[config.mk]
export PLATFORM = sky130hd
export DESIGN_NAME = color_blend_rmw
export DESIGN_NICKNAME = d
export VERILOG_FILES = /design/src/rtl/color_blend_rmw.sv
export SDC_FILE = /design/constraint.sdc
export NUM_CORES = 1
export LEC_CHECK = 0
export CORE_AREA = 5 5 122 124
export CTS_CLUSTER_DIAMETER = 60
export DETAILED_ROUTE_END_ITERATION = 6
export DIE_AREA = 0 0 127 129
export GPL_TIMING_DRIVEN = 1
export PLACE_DENSITY_LB_ADDON = 0.2
export SLEW_MARGIN = 5
export SYNTH_ARGS = -nofsm -noshare
export SYNTH_HDL_FRONTEND = slang
export SYNTH_SLANG_ARGS = --single-unit
[constraint.sdc]
create_clock -name aclk -period 3.9 [get_ports aclk]
set_input_delay 0.585 -clock aclk [delete_from_list [all_inputs] [get_ports aclk]]
set_output_delay 0.585 -clock aclk [all_outputs]
set_load 0.02 [all_outputs]
[src/rtl/color_blend_rmw.sv]
// Read-modify-write wrapper around the color blender. Each accepted fragment
// issues a color-buffer read, meets its dest color READ_LATENCY cycles later,
// and has its blended result written back after READ_LATENCY + BLEND_LATENCY cycles.
// Input is stalled while any in-flight fragment targets the same address.
module color_blend_rmw #(
  parameter int unsigned SUB_PIXEL_WIDTH = 8,
  parameter int unsigned ADDR_WIDTH      = 16,
  parameter int unsigned READ_LATENCY    = 1,
  parameter int unsigned BLEND_LATENCY   = 3,
  localparam int unsigned PIXEL_WIDTH    = 4 * SUB_PIXEL_WIDTH
) (
  input  logic                   aclk,
  input  logic                   reset,
  input  logic                   s_valid,
  output logic                   s_ready,
  input  logic [ADDR_WIDTH-1:0]  s_addr,
  input  logic [PIXEL_WIDTH-1:0] s_color,
  output logic                   mem_ren,
  output logic [ADDR_WIDTH-1:0]  mem_raddr,
  input  logic [PIXEL_WIDTH-1:0] mem_rdata,
  output logic                   mem_wen,
  output logic [ADDR_WIDTH-1:0]  mem_waddr,
  output logic [PIXEL_WIDTH-1:0] mem_wdata,
  output logic [PIXEL_WIDTH-1:0] blend_source_color,
  output logic [PIXEL_WIDTH-1:0] blend_dest_color,
  input  logic [PIXEL_WIDTH-1:0] blend_color,
  output logic                   busy,
  output logic [15:0]            frag_count
);

  localparam int unsigned Depth = READ_LATENCY + BLEND_LATENCY;

  // Index k holds pipeline stage k+1.
  logic [Depth-1:0]       vld_q, vld_d;
  logic [ADDR_WIDTH-1:0]  addr_q  [Depth];
  // Source color is only consumed at the dest-alignment stage, so it is not
  // carried beyond it.
  logic [PIXEL_WIDTH-1:0] color_q [READ_LATENCY];
  logic [15:0]            frag_count_q, frag_count_d;
  logic                   hazard;
  logic                   accept;

  // Read-after-write hazard: any valid stage, including the one writing this
  // cycle, holding the incoming address blocks acceptance.
  always_comb begin
    hazard = 1'b0;
    for (int unsigned k = 0; k < Depth; k++) begin
      if (vld_q[k] && (addr_q[k] == s_addr)) begin
        hazard = 1'b1;
      end
    end
  end

  assign s_ready   = !reset && !hazard;
  assign accept    = s_valid && s_ready;
  assign mem_ren   = accept;
  assign mem_raddr = s_addr;

  assign blend_source_color = color_q[READ_LATENCY-1];
  assign blend_dest_color   = mem_rdata;

  // Reset gates the enables so nothing in flight commits in the reset cycle.
  assign mem_wen   = vld_q[Depth-1] && !reset;
  assign mem_waddr = addr_q[Depth-1];
  assign mem_wdata = blend_color;

  assign busy       = (|vld_q) && !reset;
  assign frag_count = frag_count_q;

  // Next-state for stage valids and the writeback counter.
  always_comb begin
    vld_d        = {vld_q[Depth-2:0], accept};
    frag_count_d = frag_count_q + 16'(mem_wen);
  end

  // Control state: stage valids and completed-writeback count.
  always_ff @(posedge aclk) begin
    if (reset) begin
      vld_q        <= '0;
      frag_count_q <= '0;
    end else begin
      vld_q        <= vld_d;
      frag_count_q <= frag_count_d;
    end
  end

  // Data stages shift every cycle; contents of idle stages are don't-care.
  always_ff @(posedge aclk) begin
    addr_q[0]  <= s_addr;
    color_q[0] <= s_color;
    for (int unsigned k = 1; k < Depth; k++) begin
      addr_q[k] <= addr_q[k-1];
    end
    for (int unsigned k = 1; k < READ_LATENCY; k++) begin
      color_q[k] <= color_q[k-1];
    end
  end

endmodule

# [After elaboration in Yosys (flattened, before gate mapping)]
# Memories as Yosys holds them, arrays and structs flattened.
# Cells that the tools add are included.
[op_classes] addsub=1 mul=0 div_mod_pow=0 n_lt_le_gt_ge=0 n_eq_ne=4 shift=0 mux=4 bitwise_logic=0 n_reduce_logical=11
[op_table] op="16-bit equality test" count=4
[op_table] op="16-bit by 1-bit adder with 16-bit output" count=1
[op_table] op="1-bit logical AND" count=8
[op_table] op="1-bit 2-to-1 mux" count=4
[op_table] op="4-bit OR reduction" count=1
[op_table] op="1-bit zero test" count=2
[totals] reg_bits=20 latchBits=0 ramBits=96 mem_bits_ro=0 input_bits=115 output_inout_bits=148 wordCells=24 memories=2
[memory_table] memory="addr_q" words=4 word_bits=16 rd=4 rd_clocked_by_memory_dff=0 write_ports=4 line_no="35" text="logic [ADDR_WIDTH-1:0] addr_q [Depth];"
[memory_table] memory="color_q" words=1 word_bits=32 rd=1 rd_clocked_by_memory_dff=0 write_ports=1 line_no="38" text="logic [PIXEL_WIDTH-1:0] color_q [READ_LATENCY];"

# [Logic depth before layout (Yosys ltp)]
# Gate-level depths: netlist of run 1.
[logic_depth] word_depth=9 ltp_mapped=9 depth_no_buf=8

# [Least setup slack after synthesis of run 1]
# No wires, ideal clock.
[synth_path] kind="input to register" start="input port reset" end="register frag_count_q[12] (netlist: frag_count[12])" setup_ns=0.128 arrival_ns=2.167 required_ns=3.772 slack_ns=1.605 cell_stages=9 path_buffers=1 path_cell_list="clkbuf_1 nor2b_1 ha_1 ha_1 nand2_1 nor3_1 nand2_1 xor2_1 nor2_1"
[synth_between] elab_chain_len=3
[synth_lines] element="start: declaration" line_no="13" text="input logic reset,"
[synth_lines] element="1-bit zero test" line_no="63" text="assign mem_wen = vld_q[Depth-1] && !reset;"
[synth_lines] element="1-bit logical AND" line_no="63"
[synth_lines] element="net mem_wen" line_no="21" text="output logic mem_wen,"
[synth_lines] element="16-bit by 1-bit adder with 16-bit output" line_no="73" text="frag_count_d = frag_count_q + 16'(mem_wen);"
[synth_lines] element="end signal: assignment" line_no="83" text="frag_count_q <= frag_count_d;"
[synth_lines] element="end: declaration" line_no="39" text="logic [15:0] frag_count_q, frag_count_d;"
# The timed path passes the listed nets, and every way through them passes these cells.
# A chain may end at the register's enable or synchronous reset.

# [Final worst setup path of run 1]
[layout_path] start="input port s_addr[0]" end="output port mem_ren"
[layout_between] elab_chain_len=9 word_cells_on_any_way=15 classes_between="eq/ne: 4; mux: 4; reduce/logical: 7"
[layout_lines] element="start: declaration" line_no="16" text="input logic [ADDR_WIDTH-1:0] s_addr,"
[layout_lines] element="16-bit equality test" line_no="48" text="if (vld_q[k] && (addr_q[k] == s_addr)) begin"
[layout_lines] element="1-bit logical AND" line_no="48"
[layout_lines] element="1-bit 2-to-1 mux (3 in series)" line_no="48"
[layout_lines] element="1-bit 2-to-1 mux *" line_no="48"
[layout_lines] element="1-bit zero test *" line_no="54" text="assign s_ready = !reset && !hazard;"
[layout_lines] element="1-bit logical AND *" line_no="54"
[layout_lines] element="1-bit logical AND *" line_no="55" text="assign accept = s_valid && s_ready;"
[layout_lines] element="end: declaration" line_no="18" text="output logic mem_ren,"
# Mark *: on every way between the ends. The rest lies on a longest branch, timed or not.

==> impl_results.md, run 1 <==
- Status: finished clean
- Slew @ Worst Pin: 0.404 ns
- Detail Placement HPWL: approximately 8.2 mm
- WP data required: 3.31 ns
- Diode count: 0
- Post-Syn Nets: 469
- Syn-to-layout area delta: 39.0%
- Synth cell types: 23
- Vias in the first global route: 2682
- Longest Clk Path Bufs: 2
- Pre-antenna DRT Iters: 4
- Post-synthesis adder-cell area fraction: 0.00620
- Clock power frac: 0.508
- Cell type with the largest total area after synthesis: dfxtp_1
- Clock Latency Late Sink: about 0.4 ns
- Vias: around 2.5k
- Buf/Inv on CP: 2
- Final hold violation count: 0
- Die Wd: 127 um
- Clock transition at path regs: ~0.05 ns
- Global-route wire length before repair: 15.0 mm
- WL/cell: 16.4 um
- Slew margin rel.: 0.728
- Startpoint Class: input pin
- Root Driver: clkbuf_16
- Dominant delay contributor by cell family on the critical path: buffers and inverters
- Max-slew violation count: 0
- Post-CTS sizing: 0
- Max_cap viols: 0
- Worst IR Drop VDD: 0.327 mV
- Final Hold Slack: 0.358 ns
- Max Fclk: 294 MHz
- CP most frequent cell: clkdlybuf4s50_1
- Pwr Total: 3110 uW
- DRT antenna net count: 0
- CTS buffer count: 17
- DRT iter0 DRCs: 67
- Sequential element share of the synthesized area: 0.575
- Final net count: approximately 540
- Port bufs: ~130
- CP peak stage delay: about 0.6 ns
- Crit path time final: 3.41 ns
- Internal: between 2000 and 2500 uW
- Comb power frac: 0.083
- Syn avg cell area: around 11 um2
- Fin crit share: 0.873
- Tot GR Track Use: 0.123
- Synthesized cell area: around 4000 um2
- Chip height: 129 um
- Worst min path class: flop to flop
- Grt total ovfl: 0
- Placed cells: 585
- Synth top area share: 0.575
- Power Dens Cells: 554 nW/um2
- RSZ-0062 raised after global routing: no
- P_sw: 653 uW
- Fin util: 0.411
- Largest net degree at the start of global routing: 17
- Sw frac: 0.210
- Synth warn: 0
- Initial Util: 0.295
- Cell Rows: 43
- Main combinational cell family by area after synthesis: XOR/XNOR gates
- Max Clock Skew: 0.00503 ns
- Worst path arrival time: 2.82 ns
- Count of final setup violators: 0
- FF-to-FF setup slack: 2.06 ns
- CTS Hold Bufs: 0
- Total Wirelength: 10.1 mm
- WS Path Type: input pin to output pin
- Post-synthesis mux area share: 0
- Cell count after synthesis: 352
- Clk sinks: 116
- Post-CTS Setup Inserts: 0
- Via density: 4.05
- Layout cell share with drive strength beyond 1: 0.0732
- Core ar.: 13700 um2
- Compound-Gate Fraction of Synth Area: 0.0102
- Slowest stage cell, crit path: clkdlybuf4s50_1
- Post-Synth Simple-Gate Area: 0.0908
- TritonCTS clock tree: yes
- Seq cells post-synth: 116
- Sum Neg Setup Slack: 0 ns
- DRC errors left: 0
- Layout Cells excl Fill: 617
- Initial antenna violation count: 0
- Sequential power share: 0.408
- Die area: 16400 um2
- Area contributors post-synth: dfxtp_1, buf_4, xor2_1, nor4_1, xnor2_1
- Max H-tree Level: 4
- I/O pin total: 263
- GP Congestion: 0.755
- Worst path cell trace: clkdlybuf4s50_1, xor2_1, nor4_1, nand3_1, o22ai_1, nor3_1, clkdlybuf4s50_1
- CP Max Fanout: 6
- XOR/XNOR Fraction of Synth Area: 0.165
- Leak pwr: around 0.0022 uW
- Crit end category: output pin
[cell families after synthesis]
group                    Yosys count
buffers and inverters             84
AND/OR/NAND/NOR                   68
XOR/XNOR                          76
AO/OA/AOI/OAI                      6
flip-flops                       116
adder cells (fa/ha/maj)            2
[cell usage in the layout, fill, tap and decap left out, types with 2 or more instances in the layout]
cell type,netlist,final
nor3_1,7,7
nor2b_1,6,6
nor4_1,13,13
clkbuf_1,2,4
nand3_1,13,13
inv_1,2,2
and3_1,2,2
clkbuf_16,0,17
dfxtp_1,116,116
a21oi_1,2,2
xor2_1,67,67
o21ai_0,2,2
or3_1,2,2
nor2_1,16,16
ha_1,2,2
clkdlybuf4s50_1,0,134
nand2_1,5,5
clkinvlp_4,0,2
xnor2_1,9,9
clkinv_2,0,4
bufinv_16,0,4
[routing by layer]
layer / wire [um] / track usage
met1: 3620 / 0.127
met5: 0 / 0
met3: 996 / 0.0594
met2: 5170 / 0.207
met4: 353 / 0.0656
[path summary, 6_finish.rpt]
kind	from	end	cells past startpoint
min	addr_q[2][15]	addr_q[3][15]	0
max	s_addr[0]	mem_ren	7
max reg2reg	vld_q[3]	frag_count[12]	8
min reg2reg	addr_q[2][15]	addr_q[3][15]	0
[cells in the mapped netlist]
cell type    n
clkbuf_1     2
o22ai_1      1
ha_1         2
nor3_4       1
inv_1        2
buf_4       80
nand3_1     13
nor2b_1      6
nand4_2      1
nand2_1      5
nand4_1      1
dfxtp_1    116
and4_1       1
a21oi_1      2
nor4_1      13
o221ai_2     1
and3_1       2
or3_1        2
nor3_1       7
xnor2_1      9
nor2_1      16
xor2_1      67
o21ai_0      2
[flip-flops by register name, indices dropped and copies added, names as in the netlist]
| name | flops |
|---|---|
| addr_q | 64 |
| color_q | 32 |
| frag_count | 16 |
| vld_q | 4 |
[stage by stage]
| stage | setup slack, ns | area [um2] |
|---|---|---|
| after detailed placement | 0.479 | 5000 |
| after global routing | 0.304 | 5610 |
| after floorplan | 1.61 | 4040 |
| after CTS | 0.480 | 5610 |
| after global placement | 0.472 | 5000 |
| final | 0.495 | 5610 |
[worst register-to-register path: stages (launching register included)]
cell     delay (ns)
dfxtp_1        0.36
nor2b_1        0.23
ha_1           0.20
ha_1           0.21
nand2_1        0.12
nor3_1         0.29
nand2_1        0.11
xor2_1         0.15
nor2_1         0.05
[layout make-up]
cell class / instances / area [um2]
Clock buffer: 22 / 454
Clock inverter: 10 / 155
Fill cell: 1333 / 8050
Inverter: 2 / 7.51
Multi-Input combinational cell: 152 / 1100
Sequential cell: 116 / 2320
Tap cell: 180 / 225
Timing Repair Buffer: 135 / 1350
[power groups by stage]
stage / sequential [uW] / combinational [uW] / clock [uW]
after global placement: 1290 / 264 / 0
after CTS: 1270 / 265 / 1630
after floorplan: 1320 / 176 / 0
after global routing: 1280 / 278 / 1690
after detailed placement: 1300 / 264 / 0
final: 1270 / 259 / 1580
Note: power is estimated with default switching activity, not from simulation.
==> run 2, diff against run 1 <==
ABC_CLOCK_PERIOD_IN_PS = 3900   (was default)
==> results of run 2 <==
Same layout as run 1: the final DEF is identical, and so are final timing and power.
==> run 3, diff against run 2 <==
CORE_AREA = 5 5 108 110   (was 5 5 122 124)
DIE_AREA = 0 0 113 115   (was 0 0 127 129)
==> impl_results.md, run 3 (synthesis gave the netlist of run 1 again) <==
- Status: finished clean (unchanged)
- Clock Latency Late Sink: 0.50 ns (was 0.40 ns)
- Max_cap viols: 0 (unchanged)
- Crit end category: output pin (unchanged)
- Core ar.: 10600 um2 (was 13700 um2)
- Pre-antenna DRT Iters: 4 (unchanged)
- Initial antenna violation count: 0 (unchanged)
- Most frequent cells in the layout: clkdlybuf4s50_1, dfxtp_1, xor2_1 (unchanged)
- Cell Rows: 38 (was 43)
- Root Driver: clkbuf_8 (was clkbuf_16)
- Max Clock Skew: 0.00577 ns (was 0.00503 ns)
- Worst IR Drop VDD: 0.293 mV (was 0.327 mV)
- WL/cell: 15.4 um (was 16.4 um)
- CTS buffer count: 17 (unchanged)
- Clk sinks: 116 (unchanged)
- Syn-to-layout area delta: 36.1% (was 39.0%)
- Power Dens Cells: 535 nW/um2 (was 554 nW/um2)
- Port bufs: 134 (unchanged)
- Max-slew violation count: 0 (unchanged)
- Setup WS pre-CTS: 0.377 ns (was 0.479 ns)
- Post-CTS Setup Inserts: 0 (unchanged)
- Post-route cell area: 5500 um2 (was 5610 um2)
- Max H-tree Level: 4 (unchanged)
- Largest net degree at the start of global routing: 23 (was 17)
- Area post-placement: 4950 um2 (was 5000 um2)
- Tot GR Track Use: 0.139 (was 0.123)
- Die Wd: 113 um (was 127 um)
- Count of final setup violators: 0 (unchanged)
- Layout fillers: 962 (was 1333)
- Initial Util: 0.381 (was 0.295)
- Chip height: 115 um (was 129 um)
- Pwr Total: 2940 uW (was 3110 uW)
- Grt total ovfl: 0 (unchanged)
- Max FFs per register: 64 (unchanged)
- Via density: 4.35 (was 4.05)
- RSZ-0062 raised after global routing: no (unchanged)
- Vias in the first global route: 2611 (was 2682)
- Most flops, register: addr_q (unchanged)
- DRT iter0 DRCs: 83 (was 67)
- Final net count: 541 (unchanged)
- Commonest non-fill, non-tap cell in the layout: clkdlybuf4s50_1 (unchanged)
- Slew margin rel.: 0.694 (was 0.728)
- TritonCTS clock tree: yes (unchanged)
- Detail Placement HPWL: 6.91 mm (was 8.16 mm)
- Final hold violation count: 0 (unchanged)
- DRT antenna net count: 0 (unchanged)
- Total Wirelength: 8.89 mm (was 10.1 mm)
- Post-CTS sizing: 0 (unchanged)
- PnR worst setup slack: 0.396 ns (was 0.495 ns)
- Crit path time final: 3.50 ns (was 3.41 ns)
- CTS Hold Bufs: 0 (unchanged)
- Worst min path class: flop to flop (unchanged)
- Sum Neg Setup Slack: 0 ns (unchanged)
- Leak pwr: 0.00219 uW (was 0.00222 uW)
- Startpoint Class: input pin (unchanged)
- Vias: 2505 (was 2501)
- Longest Clk Path Bufs: 2 (unchanged)
- DRC errors left: 0 (unchanged)
- Clock transition at path regs: 0.05 ns (about the same)
- Max Fclk: 285 MHz (was 294 MHz)
- Slew @ Worst Pin: 0.455 ns (was 0.404 ns)
- WP data required: 3.31 ns (about the same)
- CP Max Fanout: 6 (unchanged)
- WS Path Type: input pin to output pin (unchanged)
- Worst path arrival time: 2.92 ns (was 2.82 ns)
- Die area: 13000 um2 (was 16400 um2)
- Fin crit share: 0.898 (was 0.873)
- Global-route wire length before repair: 13.4 mm (was 15.0 mm)
- Layout cell share with drive strength beyond 1: 0.0642 (was 0.0732)
- Diode count: 0 (unchanged)
- I/O pin total: 263 (unchanged)
- GP Congestion: 0.728 (was 0.755)
## run 3: cell types whose count changed in the layout (fill, tap and decap cells not counted)
cell and delta:
clkinvlp_4 -2, clkbuf_16 -1, clkbuf_8 +2, bufinv_16 -2
clkinv_2 -1, clkbuf_1 +3
## run 3: layer usage
layer / track usage / up-vias / part of all wire
li1: - / 1211 / -
met2: 0.216 / 125 / 0.48
met1: 0.145 / 1129 / 0.39
met4: 0.0970 / 0 / 0.044
met3: 0.0705 / 40 / 0.091
met5: 0 / - / 0
## run 3: path summary, 6_finish.rpt
kind	slack (ns)	startpoint	endpoint	depth (start not counted)
worst max-delay path	0.40	s_addr[6]	mem_ren	7
worst min-delay path	0.36	addr_q[2][6]	addr_q[3][6]	0
worst max register to register	2.03	vld_q[3]	frag_count[10]	8
worst min register to register	0.36	addr_q[2][6]	addr_q[3][6]	0
## run 3: through the flow
step,hold WS (ns),utilization,cells
after floorplan,0.349,-,352
after detailed placement,0.353,0.467,545
final,0.357,0.518,576
after CTS,0.360,0.518,576
after global placement,0.352,0.467,545
after global routing,0.364,0.518,576
## run 3: area by class of cell
type                    instances  area, um2  area share
clock buffers                  26        468      0.0852
multi-input cells             152       1100       0.200
repair buffers                135       1350       0.245
well taps                     140        175      0.0319
flip-flops and latches        116       2320       0.423
inverters                       2       7.51     0.00137
clock inverters                 5       75.1      0.0137
## run 3: report_power, final
group | internal [uW] | switching (uW) | total (uW)
Clock | 934 | 477 | 1410
Combinational | 136 | 121 | 258
Sequential | 1240 | 28.0 | 1270
## run 3: critical path: stages
cell and delay (ns):
clkdlybuf4s50_1 0.55, xor2_1 0.22, nor4_1 0.46, nand3_1 0.17, o221ai_2 0.31, nor3_1 0.08, clkdlybuf4s50_1 0.55
